**src/rtl/prio_arbiter_rr.sv**
```systemverilog
// -----------------------------------------------------------------------------
// prio_arbiter_rr
//   Registered N-input priority arbiter with runtime-selectable fixed-priority
//   or round-robin arbitration. The winner is presented on a valid/ready grant
//   handshake and held stable until the consumer accepts it. Accepted grants
//   are counted.
//
// Ports
//   clock        rising-edge clock
//   reset        synchronous, active-high reset
//   req          request vector, bit i = requester i
//   mode         0 = fixed priority (highest index wins), 1 = round-robin
//   gnt_ready    consumer accepts the current grant when high with gnt_valid
//   gnt_valid    grant outputs hold a valid winner
//   gnt_idx      binary index of the winner (keeps last value when idle)
//   gnt_onehot   one-hot form of gnt_idx, all zero when gnt_valid = 0
//   grant_count  number of accepted grants, wraps at 2^CNTW
// -----------------------------------------------------------------------------
module prio_arbiter_rr #(
   parameter int N    = 8,
   parameter int IDXW = 3,
   parameter int CNTW = 16
) (
   input  logic            clock,
   input  logic            reset,
   input  logic [N-1:0]    req,
   input  logic            mode,
   input  logic            gnt_ready,
   output logic            gnt_valid,
   output logic [IDXW-1:0] gnt_idx,
   output logic [N-1:0]    gnt_onehot,
   output logic [CNTW-1:0] grant_count
);

   typedef enum logic [0:0] {
      IDLE  = 1'b0,
      GRANT = 1'b1
   } state_t;

   state_t          state_r;
   logic [IDXW-1:0] ptr_r;

   logic            accept_s;
   logic [IDXW-1:0] ptr_eff_s;
   logic [IDXW:0]   pick_s;
   logic            win_found_s;
   logic [IDXW-1:0] win_idx_s;
   logic [N-1:0]    win_onehot_s;

   // Descending, wrapping search starting at p-1 and ending at p.
   // Candidates are visited from lowest to highest priority so the last hit
   // is the winner. With p = 0 the order is N-1..0, i.e. fixed priority.
   // Returns {found, index}.
   function automatic logic [IDXW:0] pick_winner(input logic [N-1:0]    r,
                                                 input logic [IDXW-1:0] p);
      logic [IDXW:0] res;
      int            t;
      res = {(IDXW+1){1'b0}};
      for (int k = N; k >= 1; k--) begin
         t = int'(p) - k;
         if (t < 0) begin
            t = t + N;
         end
         if (r[t]) begin
            res = {1'b1, t[IDXW-1:0]};
         end
      end
      return res;
   endfunction

   // Binary index to one-hot vector.
   function automatic logic [N-1:0] to_onehot(input logic [IDXW-1:0] idx);
      logic [N-1:0] oh;
      oh      = {N{1'b0}};
      oh[idx] = 1'b1;
      return oh;
   endfunction

   // Winner selection. On an accept in round-robin mode the pointer moves to
   // the index being retired, and the reload must already use that new value.
   always_comb begin
      accept_s = gnt_valid & gnt_ready;
      if (accept_s && mode) begin
         ptr_eff_s = gnt_idx;
      end else begin
         ptr_eff_s = ptr_r;
      end
      if (mode) begin
         pick_s = pick_winner(req, ptr_eff_s);
      end else begin
         pick_s = pick_winner(req, {IDXW{1'b0}});
      end
      win_found_s  = pick_s[IDXW];
      win_idx_s    = pick_s[IDXW-1:0];
      win_onehot_s = to_onehot(win_idx_s);
   end

   // Grant FSM, round-robin pointer and accepted-grant counter.
   always_ff @(posedge clock) begin
      if (reset) begin
         state_r     <= IDLE;
         ptr_r       <= {IDXW{1'b0}};
         gnt_valid   <= 1'b0;
         gnt_idx     <= {IDXW{1'b0}};
         gnt_onehot  <= {N{1'b0}};
         grant_count <= {CNTW{1'b0}};
      end else begin
         case (state_r)
            IDLE: begin
               if (win_found_s) begin
                  gnt_idx    <= win_idx_s;
                  gnt_onehot <= win_onehot_s;
                  gnt_valid  <= 1'b1;
                  state_r    <= GRANT;
               end else begin
                  gnt_valid  <= 1'b0;
                  gnt_onehot <= {N{1'b0}};
               end
            end
            GRANT: begin
               // Outputs are sticky until accepted, whatever req/mode do.
               if (accept_s) begin
                  grant_count <= grant_count + CNTW'(1'b1);
                  if (mode) begin
                     ptr_r <= gnt_idx;
                  end else begin
                     ptr_r <= ptr_r;
                  end
                  if (win_found_s) begin
                     gnt_idx    <= win_idx_s;
                     gnt_onehot <= win_onehot_s;
                     gnt_valid  <= 1'b1;
                  end else begin
                     // gnt_idx intentionally keeps its last value.
                     gnt_onehot <= {N{1'b0}};
                     gnt_valid  <= 1'b0;
                     state_r    <= IDLE;
                  end
               end else begin
                  gnt_valid <= 1'b1;
               end
            end
            default: begin
               state_r    <= IDLE;
               gnt_valid  <= 1'b0;
               gnt_onehot <= {N{1'b0}};
            end
         endcase
      end
   end

endmodule

```
**config.mk**
```make
export PLATFORM = sky130hd
export DESIGN_NAME = prio_arbiter_rr
export DESIGN_NICKNAME = d
export VERILOG_FILES = /design/src/rtl/prio_arbiter_rr.sv
export SDC_FILE = /design/constraint.sdc
export NUM_CORES = 1
export LEC_CHECK = 0
export BUFFER_PORTS_ARGS = -buffer_cell sky130_fd_sc_hd__clkbuf_2
export CORE_ASPECT_RATIO = 0.8
export CORE_MARGIN = 8
export CORE_UTILIZATION = 50
export DETAILED_ROUTE_END_ITERATION = 10
export PLACE_DENSITY = 0.72
export SKIP_LAST_GASP = 1
export SYNTH_ARGS = -nofsm -noshare
export SYNTH_HDL_FRONTEND = slang
export SYNTH_SLANG_ARGS = --single-unit
```
**constraint.sdc**
```tcl
create_clock -name clock -period 8.6 [get_ports clock]
set_input_delay 0.86 -clock clock [delete_from_list [all_inputs] [get_ports clock]]
set_output_delay 0.86 -clock clock [all_outputs]
set_load 0.005 [all_outputs]
```
Yosys cells after proc, flatten, opt, wreduce, memory -nomap -nowiden
Index checks and enable logic that the tools add are counted.
- output and inout bits: 28
- register bits after elaboration: 31
- logic and storage cells: 156
- input bits: 12
- equality and inequality tests: 1
- order comparisons: 26
- bitwise logic cells: 2
- muxes and demuxes: 101
- add/sub/neg operators: 17
- reductions and logical operators: 4
- operators with widths (kind ; count):
    two-way mux 32 bit ; 24
    < comparator 32 x 5 -> 1 bit (second input constant) ; 16
    two-way mux 4 bit ; 17
    binary-select mux 1 bit (select 3 bit) ; 16
    adder 4 x 5 -> 6 bit (second input constant) ; 7
    two-way mux 1 bit ; 35
    < comparator 4 x 1 -> 1 bit (second input constant) ; 7
    adder 16 x 1 -> 16 bit (second input constant) ; 1
    two-way mux 8 bit ; 2
    case mux 8 bit (2 select lines) ; 1
    subtractor 3 x 3 -> 4 bit (second input constant) ; 4
    two-way mux 3 bit ; 3
    subtractor 3 x 2 -> 4 bit (second input constant) ; 2
    adder 5 x 5 -> 6 bit (second input constant) ; 1
    case mux 3 bit (2 select lines) ; 1
    < comparator 5 x 1 -> 1 bit (second input constant) ; 1
    subtractor 3 x 4 -> 5 bit (second input constant) ; 1
    < comparator 3 x 4 -> 1 bit (second input constant) ; 1
    subtractor 3 x 1 -> 4 bit (second input constant) ; 1
    demux 1 bit (select 3 bit) ; 1
    greater-or-equal comparator 3 x 1 -> 1 bit (second input constant) ; 1
    AND reduction 3 bit ; 1
    logical AND 1 bit ; 2
    inequality test 2 x 1 -> 1 bit (second input constant) ; 1
    4 further kinds ; 4

Logic depth before layout (Yosys ltp)
Gate-level depths: netlist of the first run.
- depth in word-level cells: 26
- mapped depth: 16
- gate-level depth less buffers: 12

Worst setup path before layout of the first run
OpenSTA, ideal clock, no wires.
- path type: input to register
- start point: in mode
- end point: reg gnt_onehot[7]
- data arrival time: 4.027 ns
- stages on the path: 14
- path buffers: 4
- setup slack: 4.442 ns
- required time: 8.469 ns
- library setup time: 0.131 ns
- cell sequence: buf_4 and3_1 clkbuf_1 mux2i_1 clkbuf_1 ha_1 xor2_1 mux2i_1 nand2_1 or4_1 and3_1 buf_6 nand2b_2 o41ai_1
- cells in the longest elaborated chain, start to end: 25
- elaborated cells on any way between the ends: 83
- classes of those cells: add/sub (16); order compare (10); mux (55); reduce/logical (2)
- ends and longest elaborated chain (item ; line ; RTL):
    start, declared ; 27 ; input logic mode,
    logical AND 1 bit ; 83 ; if (accept_s && mode) begin
    two-way mux 3 bit ; 83 ;
    subtractor 3 x 4 -> 5 bit ; 60 ; t = int'(p) - k;
    adder 5 x 5 -> 6 bit or < comparator 5 x 1 -> 1 bit (tied branches) ; 62, 61 ;
    two-way mux 32 bit ; 61 ; if (t < 0) begin
    two-way mux 32 bit ; 88 ; if (mode) begin
    binary-select mux 1 bit (select 3 bit) ; 64 ; if (r[t]) begin
    two-way mux 1 bit (not written as such) (2 in a row) ; 64 ;
    two-way mux 4 bit (8 in a row) ; 64 ;
    two-way mux 4 bit (*) ; 88 ;
    < comparator 3 x 4 -> 1 bit (not written as such) or greater-or-equal comparator 3 x 1 -> 1 bit (tied branches) ; 75 ; oh[idx] = 1'b1;
    logical AND 1 bit (not written as such) ; 75 ;
    two-way mux 1 bit (not written as such) ; 75 ;
    demux 1 bit (select 3 bit) ; 75 ;
    two-way mux 8 bit (*) ; 110, 129 ;
    two-way mux 8 bit ; 122 ; if (accept_s) begin
    case mux 8 bit (2 select lines) (*) ; 108 ; case (state_r)
    end signal, assigned ; 112 ; gnt_onehot <= win_onehot_s;
    end signal, assigned ; 131 ; gnt_onehot <= win_onehot_s;
    end signal, assigned ; 135 ; gnt_onehot <= {N{1'b0}};
    end, declared ; 31 ; output logic [N-1:0] gnt_onehot,
Every way passes the cells marked *; elsewhere a longest branch is shown, timed or not. The select of a mux whose other input is x is not followed.
A chain may end at the register's enable or synchronous reset.

Worst setup path after layout of the first run
Same ends and word-level chain as after synthesis.

==> impl_metrics.toml, run 1 <==
[grt]
gr-usage-met3 = 0.0584
first_global_vias = 2185
busiest_layer = "met1"
grt_max_degree = 27
gr-total-overflow = 0
grt_use_met2 = 0.239
grtUsageMet1 = 0.246
grt_pass1_wl_um = 10500
grtUsageTotal = 0.170
antenna_found_initial = 0

[logic_synthesis]
synth-main-ff-cell = "dfxtp_1"
synth-seq-cells = 31
yosys.area.top_type = "dfxtp_1"
synthCells = 299
syn_avg_cell_area_um2 = 8.31
synth_edf_count = 0
synthesis.area_mm2 = 0.00248
synthTopCellsByArea = "dfxtp_1 (25%), mux2i_1 (10%), nand2_1 (5.7%), xor2_1 (4.9%), nor2_1 (4.7%)"
syn_nets = 314
async_flop_share = 0
synth.distinct_cells = 67
synth-seq-area-share = 0.250
synth_top_area_share = 0.250
yosysWarnings = 0

[worst_setup_path]
cp.depth = 12
worst-path-max-fanout = 13
path_buf_inv = 2
critical_path.top_delay_family = "simple AND/OR/NAND/NOR gates"
crit_start = "mode"
cp-endpoint = "gnt_onehot[7]$_SDFFE_PP0N_"
reg2reg_depth = 11
crit_type = "in2reg"
r2r-end = "gnt_onehot[7]$_SDFFE_PP0N_"
ff2ff_setup_slack_ns = 4.91
timing.rr.start = "state_r$_SDFF_PP0_"
arrival_ns = 4.13
slowest_delay_ns = 0.55
end_kind = "flop"
cp-start-kind = "input port"
crit_slowest_cell = "or4_1"
crit_required_ns = 8.75
crit_path_cell_trace = "clkbuf_2 > and3_1 > mux2i_1 > buf_4 > ha_1 > xor2_1 > mux2i_1 > nand2_1 > or4_1 > and3_1 > nand2b_2 > o41ai_1"

[sta]
fin_tns_setup_ns = 0
final-max-slew-violation-count = 0
setup_viol = 0
post-route-period-util = 0.463
rsz0062_at_grt = "no"
hold_viol_final = 0
slew_headroom = 0.576
whs_ns = 0.455
worstMarginPinSlew_ns = 0.623
fin_skew_ns = 0.00479
layout_min_cycle_time_ns = 3.98
max_freq_ghz = 0.251
worst_slack_ns = 4.62

[die]
initial_core_util = 0.508
die_y_um = 79.0
fp.dieArea_mm2 = 0.00749
num_rows = 23
coreArea_mm2 = 0.00489
ios = 40
dieWidth_um = 94.8

[final_layout]
final_area_mm2 = 0.00277
layout.nets = 347
n_antenna_cell = 0
syn_to_final_growth_pct = 11.4
drive_above_1_share = 0.231
mostFrequentLayoutCells = "clkbuf_2 (39), nand2_1 (38), nor2_1 (31), dfxtp_1 (31), mux2i_1 (25)"
layout_commonest_cell = "clkbuf_2"

[power_and_ir_drop]
p_per_area_mw_per_mm2 = 141
leakage_nw = 1.19
vdd_drop_max_uv = 90.8
fin_total_pwr_mw = 0.391

[run]
cap_violations = 0

[clock_network]
post_cts_buffers = 0
clockBufferDepth = 2
clock-sinks = 31
cts_buffers = 5
clkLatencyLatePin_ns = 0.28
tritoncts = "done"
htreeDepth = 2
clk_pin_slew_worst_paths_ns = 0.06
cts_root_buf = "clkbuf_8"
postCtsHoldBufs = 0
cts-resized-gates = 0

[placed_design]
hpwlAfterDp_um = 4740
gp_congestion = 0.967
dp_slack_ns = 4.38
placed_cell_area_mm2 = 0.00268
port_buffers = 39

[route]
dr.pass1.iters = 5
vias = 2335
viasPerCell = 5.91
drt_iter0_drc = 210
antenna_left = 0
routedWlPerCell_um = 15.8
routed_wl_um = 6230
drcViolationCount = 0

[hold_path]
hold_class = "reg2reg"

[run_status]
status = "finished clean"
stage by stage:
step / utilization / std cells
after floorplan: - / 299
after global placement: 0.548 / 387
after detailed placement: 0.548 / 387
after CTS: 0.565 / 395
after global routing: 0.565 / 395
final: 0.565 / 395
area by class of cell:
| type | instances | area (um2) |
|---|---|---|
| tap | 62 | 77.6 |
| inverter | 9 | 36.3 |
| multi-input combinational | 245 | 1750 |
| timing repair buffer | 40 | 203 |
| clock buffer | 5 | 68.8 |
| clock inverter | 3 | 15.0 |
| sequential | 31 | 621 |
| fill | 463 | 2130 |
registers in the layout, indices dropped and copies added, names as in the netlist:
name         count
grant_count     16
gnt_onehot       8
gnt_idx          3
ptr_r            3
state_r          1
metal layers:
| layer | share of wire | wire (um) |
|---|---|---|
| met5 | 0 | 0 |
| met3 | 0.082 | 508 |
| met4 | 0.0090 | 56 |
| met2 | 0.41 | 2580 |
| met1 | 0.50 | 3080 |
where the power goes:
part	internal, mW	switching [mW]	leakage, nW	total, mW
clock	0.0552	0.0528	0.0477	0.108
combinational	0.0490	0.0762	0.890	0.125
sequential	0.149	0.00883	0.252	0.158
total	0.254	0.138	1.19	0.391
cells by family after synthesis:
family / Yosys count / share of synthesized area
and+or+nand+nor: 122 / 0.253
AOI/OAI and AO/OA: 66 / 0.209
muxes: 34 / 0.155
DFF: 31 / 0.250
buffers and inverters: 23 / 0.0474
xor gates and xnor gates: 20 / 0.0705
adders and majority gates: 3 / 0.0151
cells in the mapped netlist (all sizes together) (2+ instances only):
library cell and count:
nor4 4, o211ai 5, or4 2, nand2 38, or2 2, clkbuf 7
nand2b 4, a22oi 3, nor2 32, dfxtp 31, o31ai 4, a21o 3
and3 5, xor2 14, mux2i 27, inv 9, ha 3, o41ai 4
nor3 5, a21oi 16, a31o 2, nor2b 2, nand3 9, or2b 2
and2 6, mux2 6, o21ai 12, a211oi 3, nand4 6, buf 7
xnor2 6
worst min-delay path by stage:
stage | to | cells after the start | startpoint
3_3_place_gp | gnt_onehot[5]$_SDFFE_PP0N_ | 2 | gnt_onehot[5]$_SDFFE_PP0N_
5_1_grt | gnt_onehot[2]$_SDFFE_PP0N_ | 2 | gnt_onehot[2]$_SDFFE_PP0N_
4_1_cts | gnt_onehot[5]$_SDFFE_PP0N_ | 2 | gnt_onehot[5]$_SDFFE_PP0N_
3_5_place_dp | gnt_onehot[5]$_SDFFE_PP0N_ | 2 | gnt_onehot[5]$_SDFFE_PP0N_
6_report | gnt_onehot[5]$_SDFFE_PP0N_ | 2 | gnt_onehot[5]$_SDFFE_PP0N_
2_1_floorplan | gnt_onehot[7]$_SDFFE_PP0N_ | 2 | gnt_onehot[7]$_SDFFE_PP0N_
worst register-to-register path, cell delays in order (launching register included):
cell      delay (ns)
dfxtp_1         0.49
and3_1          0.41
mux2i_1         0.23
buf_4           0.22
ha_1            0.22
xor2_1          0.43
mux2i_1         0.33
nand2_1         0.14
or4_1           0.55
and3_1          0.30
nand2b_2        0.17
o41ai_1         0.09
(Power assumes the default switching activity.)
==> run 2, diff against run 1 <==
--- a/config.mk
+++ b/config.mk
@@ -10,7 +10,7 @@
 export CORE_MARGIN = 8
 export CORE_UTILIZATION = 50
 export DETAILED_ROUTE_END_ITERATION = 10
-export PLACE_DENSITY = 0.72
+export PLACE_DENSITY = 0.75
 export SKIP_LAST_GASP = 1
 export SYNTH_ARGS = -nofsm -noshare
 export SYNTH_HDL_FRONTEND = slang
==> constraint.sdc (replaced) <==
create_clock -name clock -period 3.2 [get_ports clock]
set_input_delay 0.32 -clock clock [delete_from_list [all_inputs] [get_ports clock]]
set_output_delay 0.32 -clock clock [all_outputs]
set_load 0.005 [all_outputs]
==> run 2 against run 1 <==
Compared with the run above:
- global-route usage rose by 1.2 points
- die area did not move
- clock-buffer cell count rose by 1
- largest power group unchanged
- critical path depth fell by 1
- critical endpoint is now gnt_idx[0]$_SDFFE_PP0P_
- largest cell class unchanged
- final cell count rose by 6.6%
==> impl_metrics.toml, run 2 (synthesis results as in run 1) <==
[run_status]
status = "finished clean"

[run]
cap_violations = 0

[worst_setup_path]
worst-path-max-fanout = 8
arrival_ns = 3.27
cp-start-kind = "flop"
end_kind = "flop"
timing.rr.start = "state_r$_SDFF_PP0_"
crit_type = "reg2reg"
crit_required_ns = 3.41
crit_start = "state_r$_SDFF_PP0_"

[sta]
post-route-period-util = 0.958
final-max-slew-violation-count = 0
slew_headroom = 0.552
fin_skew_ns = 0.00385
setup_viol = 0
max_freq_ghz = 0.326
worst_slack_ns = 0.135
hold_viol_final = 0
layout_min_cycle_time_ns = 3.07
worstMarginPinSlew_ns = 0.664

[power_and_ir_drop]
vdd_drop_max_uv = 295
pwr-share-clk = 0.325
p_per_area_mw_per_mm2 = 399
power.internal_mw = 0.831
comb_power_share = 0.335
fin_total_pwr_mw = 1.23
switching_share = 0.323
p_switching_mw = 0.396
seqPwrFrac = 0.340
leakage_nw = 1.35

[final_layout]
drive_above_1_share = 0.315
nFillCells = 419
reg_top3 = "grant_count: 16 flops, gnt_onehot: 8 flops"
top_register = "grant_count"
mostFrequentLayoutCells = "clkbuf_2 (39), nand2_1 (37), nor2_1 (31)"
layout.nets = 373
syn_to_final_growth_pct = 23.8
n_antenna_cell = 0
largest_reg_flops = 16
layout_commonest_cell = "clkbuf_2"

[placed_design]
dp_slack_ns = -0.0330
hpwlAfterDp_um = 5240
gp_congestion = 0.924
port_buffers = 39

[grt]
grt_pass1_wl_um = 11100
grtUsageTotal = 0.182
grt_max_degree = 27
first_global_vias = 2327
antenna_found_initial = 0
gr-total-overflow = 0

[route]
routedWlPerCell_um = 16.3
antenna_left = 0
dr.pass1.iters = 4
viasPerCell = 5.86
drcViolationCount = 0
routed_wl_um = 6860
vias = 2467
drt_iter0_drc = 199

[hold_path]
min_from = "gnt_onehot[6]$_SDFFE_PP0N_"
hold_class = "reg2reg"

[die]
coreArea_mm2 = 0.00489
fp.dieArea_mm2 = 0.00749
num_rows = 23
initial_core_util = 0.508
dieWidth_um = 94.8
ios = 40
die_y_um = 79.0

[clock_network]
cts_root_buf = "clkbuf_8"
clk_pin_slew_worst_paths_ns = 0.07
cts_buffers = 5
postCtsHoldBufs = 0
clkLatencyLatePin_ns = 0.28
clockBufferDepth = 2
htreeDepth = 2
tritoncts = "done"
clock-sinks = 31
-- run 2: cell count changes in the layout (fill, tap and decap cells not counted), sizes merged --
cell	change
bufinv	+1
clkbuf	+1
buf	+26
clkinv	-2
-- run 2: per-stage QoR --
stage	hold WS, ns	TNS, ns	cells	utilization	cell area [um2]
after detailed placement	0.445	-0.0611	412	0.594	2910
after global placement	0.439	0	412	0.594	2910
after CTS	0.469	0	420	0.618	3020
after floorplan	0.444	0	299	-	2530
after global routing	0.474	-0.0270	421	0.629	3080
final	0.465	0	421	0.629	3080
-- run 2: layout make-up --
cell class / count / area, um2 / share of cell area
clock buffers: 6 / 82.6 / 0.0269
clock inverters: 2 / 35.0 / 0.0114
inverters: 9 / 36.3 / 0.0118
multi-input cells: 245 / 1820 / 0.593
flip-flops and latches: 31 / 622 / 0.202
well taps: 62 / 77.6 / 0.0252
repair buffers: 66 / 398 / 0.129
-- run 2: repair_timing --
action                     4_1_cts  5_1_grt
gates resized for setup          0        8
buffers inserted                 0        1
setup endpoints to repair        0       10
-- run 2: worst max-delay path, cell delays in order (launching register included) --
cell and delay [ns]:
dfxtp_2 0.35, nand4_1 0.14, a21boi_4 0.39, inv_4 0.13, buf_4 0.18, a211oi_2 0.27
a21oi_1 0.14, or2_0 0.26, or4_1 0.50, and3_1 0.30, nand2b_4 0.19, a21oi_2 0.13
-- run 2: layer usage --
metal | vias up | track usage | wire length, um
li1 | 1203 | - | -
met1 | 1182 | 0.241 | 3260
met2 | 76 | 0.286 | 3080
met3 | 6 | 0.0518 | 452
met4 | 0 | 0.0404 | 67
met5 | - | 0 | 0
-- run 2: power by group through the flow --
stage          Sequential [mW]  Combinational (mW)  Clock [mW]
3_3_place_gp             0.425               0.386           0
2_1_floorplan            0.423               0.269           0
4_1_cts                  0.417               0.392       0.405
6_report                 0.418               0.411       0.399
3_5_place_dp             0.426               0.390           0
5_1_grt                  0.419               0.442       0.428
-- run 2: worst paths after layout --
kind / depth (start not counted) / end / slack (ns)
worst min-delay path: 2 / gnt_onehot[6]$_SDFFE_PP0N_ / 0.46
worst max-delay path: 11 / gnt_idx[0]$_SDFFE_PP0P_ / 0.13
worst min register to register: 2 / gnt_onehot[6]$_SDFFE_PP0N_ / 0.46
worst max register to register: 11 / gnt_idx[0]$_SDFFE_PP0P_ / 0.13
